<file path="src/rtl/icache_fetch_pkg.sv">
// icache_pkg: shared definitions for the icache_fetch block.
//   - default cache geometry and the address field widths derived from it
//   - refill controller state encoding
//   - split_addr(): breaks a byte address into tag / index / word offset
package icache_pkg;

  localparam int DEF_ADDR_W = 32;
  localparam int DEF_LINES  = 16;
  localparam int DEF_WORDS  = 4;

  localparam int OFF_W = $clog2(DEF_WORDS);
  localparam int IDX_W = $clog2(DEF_LINES);
  localparam int TAG_W = DEF_ADDR_W - IDX_W - OFF_W - 2;

  typedef enum logic [1:0] {
    IDLE   = 2'd0,
    REFILL = 2'd1,
    FILLED = 2'd2
  } state_e;

  typedef struct packed {
    logic [TAG_W-1:0] tag;
    logic [IDX_W-1:0] index;
    logic [OFF_W-1:0] offset;
  } addr_fields_t;

  // Bits [1:0] are the byte-in-word position and are not part of any field.
  function automatic addr_fields_t split_addr(input logic [DEF_ADDR_W-1:0] addr);
    addr_fields_t f;
    f.offset = addr[2 +: OFF_W];
    f.index  = addr[2 + OFF_W +: IDX_W];
    f.tag    = addr[DEF_ADDR_W-1 -: TAG_W];
    return f;
  endfunction

endpackage

</file>
<file path="src/rtl/icache_fetch_if.sv">
// icache_fetch_if: fetch-side and memory-side signals of the instruction cache.
//   slave  : the cache's view (takes fetch requests and refill data,
//            drives instr/hit/stall and the refill request)
//   master : the environment's view (fetch stage plus instruction memory)
// Signals:
//   pc_req, pc_addr, flush      fetch request and cache invalidate
//   instr, hit, stall           fetch response
//   mem_req, mem_addr           refill word request, held until accepted
//   mem_rdata, mem_valid        refill data, mem_valid accepts mem_req
interface icache_fetch_if #(
  parameter int ADDR_W = 32
);
  logic              pc_req;
  logic [ADDR_W-1:0] pc_addr;
  logic              flush;
  logic [31:0]       instr;
  logic              hit;
  logic              stall;
  logic              mem_req;
  logic [ADDR_W-1:0] mem_addr;
  logic [31:0]       mem_rdata;
  logic              mem_valid;

  modport slave (
    input  pc_req, pc_addr, flush, mem_rdata, mem_valid,
    output instr, hit, stall, mem_req, mem_addr
  );

  modport master (
    output pc_req, pc_addr, flush, mem_rdata, mem_valid,
    input  instr, hit, stall, mem_req, mem_addr
  );
endinterface

</file>
<file path="src/rtl/icache_tag_array.sv">
// icache_tag_array: valid bits and tags of the direct-mapped cache.
// Ports:
//   clk, rst                    clock, synchronous active-high reset (clears valid)
//   lookup_index, lookup_tag    combinational lookup, lookup_hit = valid && tag match
//   set_en, set_index, set_tag  mark a line valid with a new tag at the clock edge
//   flush_all                   clear every valid bit at the clock edge
module icache_tag_array #(
  parameter int LINES = 16,
  parameter int IDX_W = 4,
  parameter int TAG_W = 24
) (
  input  logic             clk,
  input  logic             rst,
  input  logic [IDX_W-1:0] lookup_index,
  input  logic [TAG_W-1:0] lookup_tag,
  output logic             lookup_hit,
  input  logic             set_en,
  input  logic [IDX_W-1:0] set_index,
  input  logic [TAG_W-1:0] set_tag,
  input  logic             flush_all
);

  logic [LINES-1:0] valid_q, valid_d;
  logic [TAG_W-1:0] tag_q [LINES];
  logic [TAG_W-1:0] tag_d [LINES];

  assign lookup_hit = valid_q[lookup_index] && (tag_q[lookup_index] == lookup_tag);

  // Flush is applied after the set so a flush coinciding with a line
  // completion leaves that line invalid as well.
  always_comb begin
    valid_d = valid_q;
    tag_d   = tag_q;
    if (set_en) begin
      valid_d[set_index] = 1'b1;
      tag_d[set_index]   = set_tag;
    end
    if (flush_all) begin
      valid_d = '0;
    end
  end

  // Tags need no reset: they are only observed through a set valid bit.
  always_ff @(posedge clk) begin
    if (rst) begin
      valid_q <= '0;
    end else begin
      valid_q <= valid_d;
    end
    tag_q <= tag_d;
  end

endmodule

</file>
<file path="src/rtl/icache_fetch.sv">
// icache_fetch: direct-mapped, read-only instruction cache in front of fetch.
// Hits are served combinationally; a miss raises stall, refills the whole
// line word by word from instruction memory, spends one FILLED cycle, and
// then the request is looked up again.
// Ports:
//   clk, rst   clock, synchronous active-high reset
//   bus        icache_fetch_if.slave: fetch request/response and refill bus
module icache_fetch
  import icache_pkg::*;
#(
  parameter int ADDR_W = DEF_ADDR_W,
  parameter int LINES  = DEF_LINES,
  parameter int WORDS  = DEF_WORDS
) (
  input logic           clk,
  input logic           rst,
  icache_fetch_if.slave bus
);

  localparam int OFF_BITS = $clog2(WORDS);
  localparam int IDX_BITS = $clog2(LINES);
  localparam int TAG_BITS = ADDR_W - IDX_BITS - OFF_BITS - 2;

  logic [TAG_BITS-1:0] pc_tag;
  logic [IDX_BITS-1:0] pc_index;
  logic [OFF_BITS-1:0] pc_offset;
  logic                unused_byte_bits;

  assign pc_offset        = bus.pc_addr[2 +: OFF_BITS];
  assign pc_index         = bus.pc_addr[2 + OFF_BITS +: IDX_BITS];
  assign pc_tag           = bus.pc_addr[ADDR_W-1 -: TAG_BITS];
  assign unused_byte_bits = ^bus.pc_addr[1:0];

  state_e              state_q, state_d;
  logic [OFF_BITS-1:0] cnt_q, cnt_d;
  logic                abort_q, abort_d;
  logic [TAG_BITS-1:0] miss_tag_q, miss_tag_d;
  logic [IDX_BITS-1:0] miss_index_q, miss_index_d;
  logic [31:0]         data_q [LINES][WORDS];
  logic [31:0]         data_d [LINES][WORDS];

  logic lookup_hit;
  logic set_en;
  logic flush_all;
  logic fill_we;

  icache_tag_array #(
    .LINES (LINES),
    .IDX_W (IDX_BITS),
    .TAG_W (TAG_BITS)
  ) u_tags (
    .clk          (clk),
    .rst          (rst),
    .lookup_index (pc_index),
    .lookup_tag   (pc_tag),
    .lookup_hit   (lookup_hit),
    .set_en       (set_en),
    .set_index    (miss_index_q),
    .set_tag      (miss_tag_q),
    .flush_all    (flush_all)
  );

  // Refill controller: next state, refill bookkeeping and all fetch/memory
  // outputs. The refill address comes from the latched miss, so a pc_addr
  // change during the stall cannot redirect a line fill in progress.
  always_comb begin
    state_d      = state_q;
    cnt_d        = cnt_q;
    abort_d      = abort_q;
    miss_tag_d   = miss_tag_q;
    miss_index_d = miss_index_q;
    set_en       = 1'b0;
    flush_all    = 1'b0;
    fill_we      = 1'b0;
    bus.hit      = 1'b0;
    bus.stall    = 1'b0;
    bus.instr    = '0;
    bus.mem_req  = 1'b0;
    bus.mem_addr = '0;

    unique case (state_q)
      IDLE: begin
        abort_d   = 1'b0;
        flush_all = bus.flush;
        if (bus.pc_req) begin
          if (lookup_hit) begin
            bus.hit   = 1'b1;
            bus.instr = data_q[pc_index][pc_offset];
          end else begin
            bus.stall    = 1'b1;
            miss_tag_d   = pc_tag;
            miss_index_d = pc_index;
            cnt_d        = '0;
            state_d      = REFILL;
          end
        end
      end

      REFILL: begin
        bus.stall    = 1'b1;
        bus.mem_req  = 1'b1;
        bus.mem_addr = {miss_tag_q, miss_index_q, cnt_q, 2'b00};
        // A flush here must not stop the fill (memory would still answer),
        // it only prevents the line from being validated.
        if (bus.flush) begin
          flush_all = 1'b1;
          abort_d   = 1'b1;
        end
        if (bus.mem_valid) begin
          fill_we = 1'b1;
          cnt_d   = cnt_q + 1'b1;
          if (cnt_q == OFF_BITS'(WORDS - 1)) begin
            set_en  = !abort_q && !bus.flush;
            state_d = FILLED;
          end
        end
      end

      FILLED: begin
        bus.stall = 1'b1;
        flush_all = bus.flush;
        state_d   = IDLE;
      end

      default: begin
        state_d = IDLE;
      end
    endcase
  end

  // Data storage: one refill word written per accepted memory beat.
  always_comb begin
    data_d = data_q;
    if (fill_we) begin
      data_d[miss_index_q][cnt_q] = bus.mem_rdata;
    end
  end

  always_ff @(posedge clk) begin
    data_q <= data_d;
  end

  always_ff @(posedge clk) begin
    if (rst) begin
      state_q      <= IDLE;
      cnt_q        <= '0;
      abort_q      <= 1'b0;
      miss_tag_q   <= '0;
      miss_index_q <= '0;
    end else begin
      state_q      <= state_d;
      cnt_q        <= cnt_d;
      abort_q      <= abort_d;
      miss_tag_q   <= miss_tag_d;
      miss_index_q <= miss_index_d;
    end
  end

endmodule

</file>
<file path="src/flat_wrapper.sv">
// flat-port wrapper written by rule: the top's interface ports become plain ports
module icache_fetch_flat import icache_pkg::*;
#(
  parameter int ADDR_W = DEF_ADDR_W,
  parameter int LINES  = DEF_LINES,
  parameter int WORDS  = DEF_WORDS
)
  (clk, rst, bus_pc_req, bus_pc_addr, bus_flush, bus_mem_rdata, bus_mem_valid, bus_instr, bus_hit, bus_stall, bus_mem_req, bus_mem_addr);
  icache_fetch_if #(.ADDR_W(ADDR_W)) bus_i ();
  input logic clk;
  input logic rst;
  input wire logic [$bits(bus_i.pc_req)-1:0] bus_pc_req;
  input wire logic [$bits(bus_i.pc_addr)-1:0] bus_pc_addr;
  input wire logic [$bits(bus_i.flush)-1:0] bus_flush;
  input wire logic [$bits(bus_i.mem_rdata)-1:0] bus_mem_rdata;
  input wire logic [$bits(bus_i.mem_valid)-1:0] bus_mem_valid;
  output wire logic [$bits(bus_i.instr)-1:0] bus_instr;
  output wire logic [$bits(bus_i.hit)-1:0] bus_hit;
  output wire logic [$bits(bus_i.stall)-1:0] bus_stall;
  output wire logic [$bits(bus_i.mem_req)-1:0] bus_mem_req;
  output wire logic [$bits(bus_i.mem_addr)-1:0] bus_mem_addr;
  assign bus_i.pc_req = bus_pc_req;
  assign bus_i.pc_addr = bus_pc_addr;
  assign bus_i.flush = bus_flush;
  assign bus_i.mem_rdata = bus_mem_rdata;
  assign bus_i.mem_valid = bus_mem_valid;
  assign bus_instr = bus_i.instr;
  assign bus_hit = bus_i.hit;
  assign bus_stall = bus_i.stall;
  assign bus_mem_req = bus_i.mem_req;
  assign bus_mem_addr = bus_i.mem_addr;
  icache_fetch #(.ADDR_W(ADDR_W), .LINES(LINES), .WORDS(WORDS)) u_core (.clk(clk), .rst(rst), .bus(bus_i));
endmodule
</file>
<file path="config.mk">
export PLATFORM = sky130hd
export DESIGN_NAME = icache_fetch_flat
export DESIGN_NICKNAME = d
export VERILOG_FILES = /design/src/rtl/icache_fetch_pkg.sv /design/src/rtl/icache_fetch_if.sv /design/src/rtl/icache_tag_array.sv /design/src/rtl/icache_fetch.sv /design/src/flat_wrapper.sv
export SDC_FILE = /design/constraint.sdc
export NUM_CORES = 2
export LEC_CHECK = 0
export CORE_ASPECT_RATIO = 1.5
export CORE_MARGIN = 5
export CORE_UTILIZATION = 60
export DETAILED_ROUTE_END_ITERATION = 10
export HOLD_SLACK_MARGIN = 0.03
export PLACE_DENSITY_LB_ADDON = 0.25
export SLEW_MARGIN = 10
export SYNTH_ARGS = -nofsm -noshare
export SYNTH_HDL_FRONTEND = slang
export SYNTH_SLANG_ARGS = --single-unit
</file>
<file path="constraint.sdc">
create_clock -name clk -period 7.26 [get_ports clk]
set_input_delay 1.815 -clock clk [delete_from_list [all_inputs] [get_ports clk]]
set_output_delay 1.815 -clock clk [all_outputs]
set_load 0.02 [all_outputs]
</file>
==> key figures <==
Timing
  • Max Fclk: 0.1412 GHz
  • Setup Skew: 0.04100 ns
  • Max_slew headroom: 14.18%
  • Period Utilization, post-route: 97.52%
  • Final hold viol count: 0
  • Clock period minus worst slack: 7.080 ns
  • Final setup fails: 0
  • RSZ-0062 raised after global routing: false
  • Worst slew pin tran: 1.284 ns
  • Final worst-path setup slack: 0.1801 ns
  • Slew Viols, Final: 0

Clock network
  • TritonCTS clock tree: built
  • Num CTS Buffers: 204
  • Clock Latency Late Sink: 0.85 ns
  • Maximum buffer depth of the clock tree: 3
  • Clk slew on worst S/H paths: 0.06 ns
  • Setup Buffers After CTS: 0
  • CTS Hold Bufs: 0
  • Htree depth: 4
  • TritonCTS sink count: 2481
  • Root Driver: clkbuf_16

Final layout
  • Area of the multi-input gates: 21110 sq um
  • Storage element area: 74010 sq um
  • Fin util: 67.85%
  • Final net count: 4405
  • Share of layout cells above drive strength 1: 31.84%
  • Layout Cells excl Fill: 6586
  • Area Overhead vs Synth: 12.52%
  • Post-Layout Inst Area: 107400 sq um
  • Fillcell total: 9349

Global routing
  • GRT met2 Usage: 51.19%
  • Routing usage on met1: 39.31%
  • GR Util All Layers: 30.64%
  • Met3 usage: 7.123%
  • Initial antenna violation count: 12
  • First-pass GRT wire length: 356300 microns
  • Busiest grt layer: met2
  • Overflow after GRT: 0
  • Vias in the first global route: 46850
  • Largest net degree at the start of global routing: 88

Routing
  • Antenna Nets Post-Route: 0
  • Vias per cell: 7.003
  • Via Count: 46120
  • Per-cell routed wire length: 38.42 microns
  • Drt drc: 0
  • Total Wirelength: 253000 microns
  • Router iterations before antenna repair: 6
  • Number of DRC markers in iteration 0: 6499

Die
  • Die height: 498.6 microns
  • Die Wd: 335.7 microns
  • Core outline area: 158300 sq um
  • Die ar.: 167400 sq um
  • Row count: 179
  • Ports: 136
  • Starting Density: 60.30%

Synth
  • Yosys cell types: 64
  • Seq/Total Area, Yosys: 77.51%
  • Largest family of logic cells by synthesized area: multiplexers
  • Adder-Cell Fraction of Synth Area: 0.09173%
  • Post-synthesis mux area share: 18.79%
  • Primary FF master, synth: edfxtp_1
  • Syn_area_per_cell: 23.84 sq um
  • Post-synth EDFFs: 2432
  • Post-synthesis async set-or-reset flop share: 0%
  • Synth warn: 0
  • Area share of xor/xnor cells in the synthesized design: 0.1651%
  • Yosys reg bits: 2481
  • Compound-Gate Fraction of Synth Area: 0.8151%
  • Cell count after synthesis: 4005
  • Simple-Gate Fraction of Synth Area: 1.546%
  • Mapped Area: 95480 sq um

Worst hold path
  • Hold path cells: 1
  • Worst Hold End: u_core.u_tags.valid_q[5]
  • Class of the worst hold path: reg -> reg
  • Worst hold start: u_core.u_tags.valid_q[5]

Worst setup path
  • FF-to-FF path depth: 6
  • Setup CP Type: in -> out
  • Critical Path AT: 5.26 ns
  • Critical Path Source Type: primary input
  • Flop-to-flop setup slack: 3.53 ns
  • CP max FO: 22
  • RR Endpoint: u_core.data_q[1836]
  • Crit path launch: bus_pc_addr[5]
  • Reg2reg start: u_core.state_q[1]
  • Crit path required time: 5.45 ns
  • Worst setup EP type: primary output

Placed design
  • DP Area: 100800 sq um
  • Final GP Congestion: 0.9551
  • Port bufs: 131
  • Pre-CTS WS: -0.2642 ns
  • Placed cells: 6204
  • Post-DP HPWL: 138000 microns

Power
  • Peak supply drop: 0.0002699 V
  • PD cells: 261.7 nW/um^2
  • Leakage power: 0.03338 uW
  • Design Power: 28120 uW

Outcome
  • Status: finished, final reports clean

Flow run
  • Max-Cap Viols: 0
cells by family (layout without fill, tap and decap cells):
logic type,after synthesis,in the layout
AO/OA/AOI/OAI,108,108
AND/OR/NAND/NOR,303,303
XOR/XNOR,18,18
other,1,7
multiplexers,853,853
adder cells (fa/ha/maj),7,7
flip-flops,2481,2481
buffers and inverters,234,728
cells in the mapped netlist, types with 3 or more instances:
master    number  share of area [%]
xor2_1         8              0.073
mux2i_1       69               0.72
xnor2_1       10              0.092
inv_1         14              0.055
ha_1           7              0.092
o211ai_1       6              0.047
a21oi_1        8              0.042
dfxtp_1       49                1.0
nor4_1         4              0.026
nor3_1         7              0.037
buf_4         16               0.13
o22ai_1       18               0.12
a311o_1        3              0.031
nor2_1       125               0.49
o21a_1        18               0.14
and2_1        33               0.22
o21ai_0       12              0.063
a22oi_1        4              0.031
a21o_1         3              0.024
mux2_2        36               0.42
mux4_2       748                 18
buf_1         46               0.18
buf_2         33               0.17
o22a_1         5              0.046
buf_6          6              0.071
nand2b_1       8              0.052
edfxtp_1    2432                 76
nand4_1        9              0.059
clkbuf_1     115               0.45
nand2_1       45               0.18
clkinv_1       3              0.012
a31oi_1        5              0.033
or3_1          4              0.026
nor2b_1       41               0.27
nand3_1       15              0.079
worst max-delay path: stages:
cell and delay (ns):
buf_12 0.20, buf_12 0.20, buf_12 0.16, mux4_2 0.51, mux2i_1 0.14, buf_4 0.15
xor2_1 0.07, buf_4 0.14, a32oi_1 0.19, nor2_2 0.11, and4_1 0.26, buf_4 0.16
a31oi_4 0.17, nor2_1 0.06, nor2_1 0.20, clkdlybuf4s50_1 0.66
stage by stage:
step	hold slack, ns	TNS [ns]
4_1_cts	0.4657	0
2_1_floorplan	0.4352	0
5_1_grt	0.4941	0
6_report	0.4651	0
3_3_place_gp	0.4408	-1.399
3_5_place_dp	0.4509	-0.6253
worst max path at each step:
| stage | end | slack (ns) | cells past startpoint |
|---|---|---|---|
| global route | bus_stall | 0.07 | 16 |
| finish | bus_stall | 0.18 | 16 |
| CTS | bus_instr[28] | 0.01 | 12 |
| global placement | bus_instr[28] | -0.28 | 13 |
| floorplan | bus_instr[0] | 0.58 | 10 |
| detailed placement | bus_instr[28] | -0.26 | 13 |
metal layers:
layer,up-vias,routed length [microns]
met2,3162,129700
met1,24570,84130
met4,8,12880
met3,576,26290
li1,17800,-
met5,-,47
area by class of cell:
cell class,count,area share (%)
inverters,18,0.06289
flip-flops and latches,2481,68.89
multi-input cells,1291,19.65
clock buffers,255,5.108
diodes,5,0.01165
clock inverters,122,0.9782
repair buffers,333,2.880
well taps,2081,2.423
state kept, by name, summed over array words and instances, names as in the netlist:
name                   cells
u_core.data_q           2048
u_core.u_tags.valid_q     16
u_core.u_tags.tag_q      384
u_core.cnt_q               2
u_core.state_q             2
u_core.miss_tag_q         24
u_core.miss_index_q        4
u_core.abort_q             1
where the power goes:
part | internal [uW] | switching, uW | leakage [uW]
registers | 15800 | 57.1 | 0.0223
clock network | 5990 | 4920 | 0.00321
logic | 604 | 795 | 0.00791
total | 22300 | 5770 | 0.0334
repair_timing:
action                                  4_1_cts  5_1_grt
hold endpoints to repair                      0        0
endpoints found under the setup margin       14        3
gates cloned                                  0        0
gates resized for setup                       7        4
cells in the final DEF (no fill, tap or decap), types with 8 or more instances in the layout:
cell             synthesis  routed
nand4_1                  9       9
o21ai_0                 12      11
nor2b_1                 41      41
buf_2                   33      32
o22ai_1                 18      18
buf_12                   0      39
nand3_1                 15      10
clkinv_1                 3      54
clkbuf_1               115      42
nor2_1                 125      44
clkinv_2                 0      41
mux4_2                 748     748
edfxtp_1              2432    2432
and2_1                  33      33
mux2i_1                 69      69
clkbuf_16                0     213
mux2_2                  36      36
xnor2_1                 10      10
o21a_1                  18      18
xor2_1                   8       8
bufinv_16                0      18
nand2_1                 45      45
clkdlybuf4s50_1          0      62
nand2b_1                 8       8
inv_1                   14      14
nor2_4                   0      80
dfxtp_1                 49      49
buf_4                   16     194
(Power assumes the default switching activity.)
